$ cat config.mk
export PLATFORM = sky130hd
export DESIGN_NAME = boot_chain_verify_seq
export DESIGN_NICKNAME = d
export VERILOG_FILES = /design/src/rtl/boot_chain_verify_seq.sv
export SDC_FILE = /design/constraint.sdc
export NUM_CORES = 1
export LEC_CHECK = 0
export ABC_AREA = 1
export CORE_UTILIZATION = 40
export CTS_CLUSTER_SIZE = 12
export DETAILED_ROUTE_END_ITERATION = 10
export PLACE_DENSITY = 0.68
export SLEW_MARGIN = 20
export SYNTH_ARGS = -nofsm -noshare
export SYNTH_HDL_FRONTEND = slang
export SYNTH_SLANG_ARGS = --single-unit
$ cat constraint.sdc
create_clock -name clk -period 2.7 [get_ports clk]
set_clock_uncertainty 0.15 [all_clocks]
set_input_delay 0.54 -clock clk [delete_from_list [all_inputs] [get_ports clk]]
set_output_delay 0.54 -clock clk [all_outputs]
set_load 0.05 [all_outputs]
$ cat src/rtl/boot_chain_verify_seq.sv
`default_nettype none
// ============================================================================
//  Module      : boot_chain_verify_seq
//  Description : Sequences a multi-stage secure boot chain over one shared
//                crypto verify engine. Each stage gets bounded retries and a
//                per-attempt timeout. A sticky release bit is set for each
//                verified stage. Tamper revokes every release and locks the
//                block in FAIL until reset.
//  Revision    : 1.0 - initial release
// ============================================================================
module boot_chain_verify_seq #(
    parameter int NUM_STAGES    = 4,
    parameter int STAGE_TIMEOUT = 1024,
    parameter int MAX_RETRY     = 2,
    parameter int CNT_W         = 16,
    localparam int IW           = $clog2(NUM_STAGES)
) (
    input  logic                  clk,
    input  logic                  rst_n,
    input  logic                  boot_req,
    input  logic                  tamper,
    output logic                  crypto_start,
    output logic [IW-1:0]         crypto_img_idx,
    input  logic                  crypto_done,
    input  logic                  crypto_sig_ok,
    output logic [NUM_STAGES-1:0] stage_release,
    output logic                  chain_pass,
    output logic                  chain_fail,
    output logic [IW-1:0]         fail_stage,
    output logic                  busy
);

    localparam int c_RW = (MAX_RETRY > 0) ? $clog2(MAX_RETRY + 1) : 1;

    localparam logic [IW-1:0]    c_LAST_STAGE = IW'(NUM_STAGES - 1);
    localparam logic [CNT_W-1:0] c_TMO_LAST   = CNT_W'(STAGE_TIMEOUT - 1);
    localparam logic [CNT_W-1:0] c_TIMER_MAX  = {CNT_W{1'b1}};
    localparam logic [c_RW-1:0]  c_MAX_RETRY  = c_RW'(MAX_RETRY);

    typedef enum logic [2:0] {
        S_IDLE  = 3'd0,
        S_ISSUE = 3'd1,
        S_WAIT  = 3'd2,
        S_PASS  = 3'd3,
        S_FAIL  = 3'd4
    } state_t;

    state_t            r_state;
    logic [IW-1:0]     r_stage;
    logic [c_RW-1:0]   r_retry;
    logic [CNT_W-1:0]  r_timer;

    state_t                w_state_nxt;
    logic [IW-1:0]         w_stage_nxt;
    logic [c_RW-1:0]       w_retry_nxt;
    logic [CNT_W-1:0]      w_timer_nxt;
    logic [NUM_STAGES-1:0] w_release_nxt;
    logic [IW-1:0]         w_fail_stage_nxt;
    logic                  w_timeout;

    assign w_timeout = (r_timer == c_TMO_LAST);

    // State/counter registers; outputs are registered from the next-state view
    // so every output lines up with the state it describes.
    always_ff @(posedge clk) begin
        if (!rst_n) begin
            r_state        <= S_IDLE;
            r_stage        <= '0;
            r_retry        <= '0;
            r_timer        <= '0;
            crypto_start   <= 1'b0;
            crypto_img_idx <= '0;
            stage_release  <= '0;
            chain_pass     <= 1'b0;
            chain_fail     <= 1'b0;
            fail_stage     <= '0;
            busy           <= 1'b0;
        end else begin
            r_state        <= w_state_nxt;
            r_stage        <= w_stage_nxt;
            r_retry        <= w_retry_nxt;
            r_timer        <= w_timer_nxt;
            crypto_start   <= (w_state_nxt == S_ISSUE);
            crypto_img_idx <= w_stage_nxt;
            stage_release  <= w_release_nxt;
            chain_pass     <= (w_state_nxt == S_PASS);
            chain_fail     <= (w_state_nxt == S_FAIL);
            fail_stage     <= w_fail_stage_nxt;
            busy           <= (w_state_nxt == S_ISSUE) || (w_state_nxt == S_WAIT);
        end
    end

    // Next-state logic: tamper outranks engine results, which outrank timeout.
    always_comb begin
        w_state_nxt      = r_state;
        w_stage_nxt      = r_stage;
        w_retry_nxt      = r_retry;
        w_timer_nxt      = r_timer;
        w_release_nxt    = stage_release;
        w_fail_stage_nxt = fail_stage;

        case (r_state)
            S_IDLE: begin
                if (tamper) begin
                    w_state_nxt      = S_FAIL;
                    w_fail_stage_nxt = '0;
                    w_release_nxt    = '0;
                end else if (boot_req) begin
                    w_state_nxt = S_ISSUE;
                    w_stage_nxt = '0;
                    w_retry_nxt = '0;
                end
            end
            S_ISSUE: begin
                // A done seen here belongs to no attempt and is dropped.
                if (tamper) begin
                    w_state_nxt      = S_FAIL;
                    w_fail_stage_nxt = r_stage;
                    w_release_nxt    = '0;
                end else begin
                    w_state_nxt = S_WAIT;
                    w_timer_nxt = '0;
                end
            end
            S_WAIT: begin
                if (r_timer != c_TIMER_MAX) begin
                    w_timer_nxt = r_timer + 1'b1;
                end
                if (tamper) begin
                    w_state_nxt      = S_FAIL;
                    w_fail_stage_nxt = r_stage;
                    w_release_nxt    = '0;
                end else if (crypto_done && crypto_sig_ok) begin
                    w_release_nxt[r_stage] = 1'b1;
                    if (r_stage == c_LAST_STAGE) begin
                        w_state_nxt = S_PASS;
                    end else begin
                        w_stage_nxt = r_stage + 1'b1;
                        w_retry_nxt = '0;
                        w_state_nxt = S_ISSUE;
                    end
                end else if (crypto_done || w_timeout) begin
                    if (r_retry < c_MAX_RETRY) begin
                        w_retry_nxt = r_retry + 1'b1;
                        w_state_nxt = S_ISSUE;
                    end else begin
                        w_state_nxt      = S_FAIL;
                        w_fail_stage_nxt = r_stage;
                        w_release_nxt    = '0;
                    end
                end
            end
            S_PASS: begin
                if (tamper) begin
                    w_state_nxt      = S_FAIL;
                    w_fail_stage_nxt = r_stage;
                    w_release_nxt    = '0;
                end
            end
            S_FAIL: begin
                w_release_nxt = '0;
            end
            default: begin
                w_state_nxt = S_IDLE;
            end
        endcase
    end

endmodule
`default_nettype wire
# Yosys cells after proc, flatten, opt, wreduce, memory -nomap -nowiden
# Index checks and enable logic that the tools add are counted.
# word_totals
reg_bits,33
# classes
n_lt_le_gt_ge,3
n_mux,40
n_bitwise,1
n_addsub,3
eq_ne,29
reduce_logical,16
# op_table
cell,n
$mux 2,17
$mux 16,2
$pmux 16 s2,1
$mux 3,8
$mux 4,5
$ne 3x3->1 const B,6
$add 16x1->16 const B,1
$eq 16x10->1 const B,1
$ne 16x16->1 const B,1
$ne 2x2->1 const B,8
$pmux 3 s5,1
$eq 3x2->1 const B,4
$pmux 4 s3,1
$reduce_and 6->1,2
$ne 4x4->1 const B,2
$pmux 2 s2,2
$reduce_and 7->1,1
$eq 3x1->1 const B,2
$eq 3x3->1 const B,2
$pmux 2 s3,1
$reduce_bool 3->1,2
$add 2x1->2 const B,2
$ne 2x1->1 const B,2
$or 4x4->4,1
14 further kinds,17

# Longest topological paths before layout
# logic_depth
word_depth,8
mapped_depth,12
mapped_depth_nobuf,12

# Worst setup path after synthesis
# No wires, ideal clock.
# synth_timing
kind,register to register
startpoint,reg r_stage[1]
endpoint,reg busy
n_path_buf,0
t_arrival_ns,1.448
period_less_slack_ns,1.717
required_ns,2.431
slack_ns,0.983
stages_incl_launch_ff,10
cell_sequence,dfxtp_1 -> ha_1 -> nor2_1 -> nand2_1 -> o21ai_1 -> nand2_1 -> nand2_2 -> nand2_1 -> nor2_2 -> o21bai_1
# synth_via
elab_chain_cells,7
# synth_rtl
element,line,rtl
from (decl),49,logic [IW-1:0] r_stage;
from (signal assigned),80,r_stage <= w_stage_nxt;
$eq 2x2->1 *,135,if (r_stage == c_LAST_STAGE) begin
$mux 2 *,135,
$mux 3 *,133,end else if (crypto_done && crypto_sig_ok) begin
$mux 3 *,129,if (tamper) begin
$pmux 3 s5 *,102,case (r_state)
$eq 3x1->1 / $eq 3x2->1 (equally long branches),89,busy <= (w_state_nxt == S_ISSUE) || (w_state_nxt == S_WAIT);
$logic_or 1x1->1 *,89,
to (signal assigned),89,
to (decl),30,output logic busy
# Every way passes the cells marked *; elsewhere a longest branch is shown, timed or not.
# A chain may end at the register's enable or synchronous reset.

==> flow_summary.json <==
{
  "chipHeight_um": 69.7,
  "ff2ff_setup_slack_ns": 0.71,
  "path_buf_inv": 1,
  "status": "completed",
  "cts_tree": "yes",
  "ys_seq_elements": 33,
  "critPathLaunch": "r_stage[1]",
  "rsz0062_at_grt": "false",
  "hold_violations": 0,
  "grt_pass1_vias": 1596,
  "cts_hold_buf": 0,
  "fin_total_pwr_mw": 1.17,
  "met1_usage_pct": 23.2,
  "ir_drop_mv": 0.344,
  "core-area_um2": 4380,
  "cp_cell_sequence": "clkdlybuf4s50_1",
  "drive_gt1_share_pct": 11.8,
  "fin_setup_tns_ns": 0,
  "crit_path_end_kind": "primary output",
  "syn-instance-count": 273,
  "hold_start": "r_retry[0]",
  "routed_via_density": 4.96,
  "slew_viol_final": 0,
  "cts_setup_buffers": 0,
  "numClockSinks": 33,
  "via_count": 1726,
  "p_leak_nw": 0.884,
  "ios": 18,
  "hold_class": "register to register",
  "cp_slowest_cell": "clkdlybuf4s50_1",
  "dp.cells": 340,
  "io_buffers": 17,
  "max_freq_mhz": 449,
  "dp_hpwl_um": 2950,
  "max_stage_delay_ns": 0.84,
  "critPathMaxFanout": 5,
  "critPathRequiredTime_ns": 2.01,
  "start_util_pct": 41.9,
  "critical-path-top-delay-family": "buffers and inverters",
  "synth_cell_type_count": 32,
  "syn_area_per_cell_um2": 6.72,
  "syn_to_final_growth_pct": 18.7,
  "post_cts_resized": 0,
  "synth.cell_area_um2": 1840,
  "powerDensity_nw_per_um2": 535,
  "layout_setup_ws_ns": 0.471,
  "worstSetupStartpointType": "register",
  "rows": 24,
  "wl_per_cell_um": 11.3,
  "drc": 0,
  "final-instance-count-excl-fill": 348,
  "tightestPinTransition_ns": 0.508,
  "grt_max_degree": 15,
  "synth-seq-area-share_pct": 36.0,
  "cts-htree-levels": 2,
  "root_buffer": "clkbuf_8",
  "postRouteAntennaNets": 0,
  "grt_util_all_layers_pct": 17.8,
  "antenna_cells": 0,
  "critPathKind": "register to primary output",
  "finalWirelength_um": 3950,
  "clk_pin_slew_ns": 0.07,
  "drt-pass1-iter-count": 4,
  "drt_iter0_markers": 104,
  "die_x_um": 69.7,
  "cap_violations": 0,
  "synth-warning-count": 0,
  "antenna_found_initial": 0,
  "slew-limit-headroom_pct": 66.0,
  "grt_overflow": 0,
  "post-place-ws_ns": 0.313,
  "arrival_ns": 1.54,
  "insertion_delay_ns": 0.29,
  "r2r_start": "r_timer[0]",
  "setup_violations": 0,
  "grt_busiest_layer": "met2",
  "timing.final.crit_share_pct": 82.6,
  "cts_max_path_buffers": 2,
  "met2_usage_pct": 28.9,
  "nNetsFinal": 306,
  "use_met3_pct": 3.49,
  "synth_nets": 284,
  "grt_pass1_wl_um": 6970,
  "numCtsBuffers": 5,
  "dieArea_um2": 4860,
  "gp_congestion": 0.907,
  "min_period_ns": 2.23
}
-- metal layers --
layer	share of wire [%]	wire length, um
met3	3.3	129
met1	49	1930
met5	0	0
met4	1.3	51
met2	47	1840
-- synth_stat cells (all sizes together) --
| master | number | share of area (%) |
|---|---|---|
| nor2 | 41 | 9.2 |
| o22ai | 1 | 0.34 |
| a2bb2oi | 1 | 0.48 |
| a31oi | 1 | 0.34 |
| or2 | 3 | 1.0 |
| o21ai | 13 | 3.5 |
| nand2 | 72 | 16 |
| a211oi | 6 | 2.5 |
| and2 | 1 | 0.34 |
| ha | 5 | 3.4 |
| buf | 1 | 0.41 |
| inv | 37 | 7.6 |
| dfxtp | 33 | 36 |
| nand4 | 6 | 2.0 |
| o21bai | 2 | 1.0 |
| nor3 | 4 | 1.4 |
| nand3 | 17 | 5.9 |
| clkbuf | 2 | 0.41 |
| nand3b | 1 | 0.41 |
| xor2 | 4 | 1.9 |
| a21oi | 22 | 6.2 |
-- kinds of logic (layout without fill, tap and decap cells) --
| group | count (synthesis) | count (layout) | share of synthesized area [%] |
|---|---|---|---|
| and+or+nand+nor | 145 | 145 | 35.9 |
| AOI/OAI and AO/OA | 46 | 46 | 14.4 |
| buffers and inverters | 40 | 63 | 8.38 |
| DFF | 33 | 33 | 36.0 |
| adders and majority gates | 5 | 5 | 3.41 |
| xor gates and xnor gates | 4 | 4 | 1.91 |
-- registers in the layout, indices dropped and copies added (netlist names) --
signal and cells:
r_stage 2, r_timer 16, stage_release 4, crypto_start 1, fail_stage 2, r_retry 2
chain_pass 1, chain_fail 1, busy 1, r_state 3
-- cells in the final DEF, fill, tap and decap left out, types with 2 or more instances in the layout --
master	count
nand3_1	14
o21ai_0	5
a211oi_1	6
inv_1	29
nor3_1	3
ha_1	5
o21ai_1	8
nand3_2	2
nand2_1	65
xor2_1	4
nor2_1	37
nand4_1	6
dfxtp_1	33
clkbuf_8	6
or2_2	2
nand2_2	7
nor2_2	3
inv_2	8
clkdlybuf4s50_1	17
a21oi_1	21
-- stage by stage --
step | utilization, % | instance area [um2] | hold slack [ns]
after floorplan | - | 1840 | 0.272
after global placement | 47.1 | 2060 | 0.279
after global routing | 49.7 | 2180 | 0.332
after CTS | 49.7 | 2180 | 0.297
final | 49.7 | 2180 | 0.294
after detailed placement | 47.1 | 2060 | 0.286
-- where the power goes --
part	switching (mW)	internal, mW
registers	0.0130	0.503
clock network	0.183	0.301
logic	0.111	0.0557
-- layout make-up --
| type | instances | area [um2] |
|---|---|---|
| Timing Repair Buffer | 18 | 178 |
| Clock inverter | 1 | 30.0 |
| Inverter | 37 | 139 |
| Tap cell | 52 | 65.1 |
| Multi-Input combinational cell | 200 | 1020 |
| Fill cell | 454 | 2200 |
| Sequential cell | 33 | 661 |
| Clock buffer | 7 | 86.3 |
-- final timing paths --
kind	end	depth (start not counted)
max	crypto_img_idx[1]	1
min	r_retry[0]	2
max reg2reg	r_timer[9]	9
min reg2reg	r_retry[0]	2
Note: power is estimated with default switching activity, not from simulation.
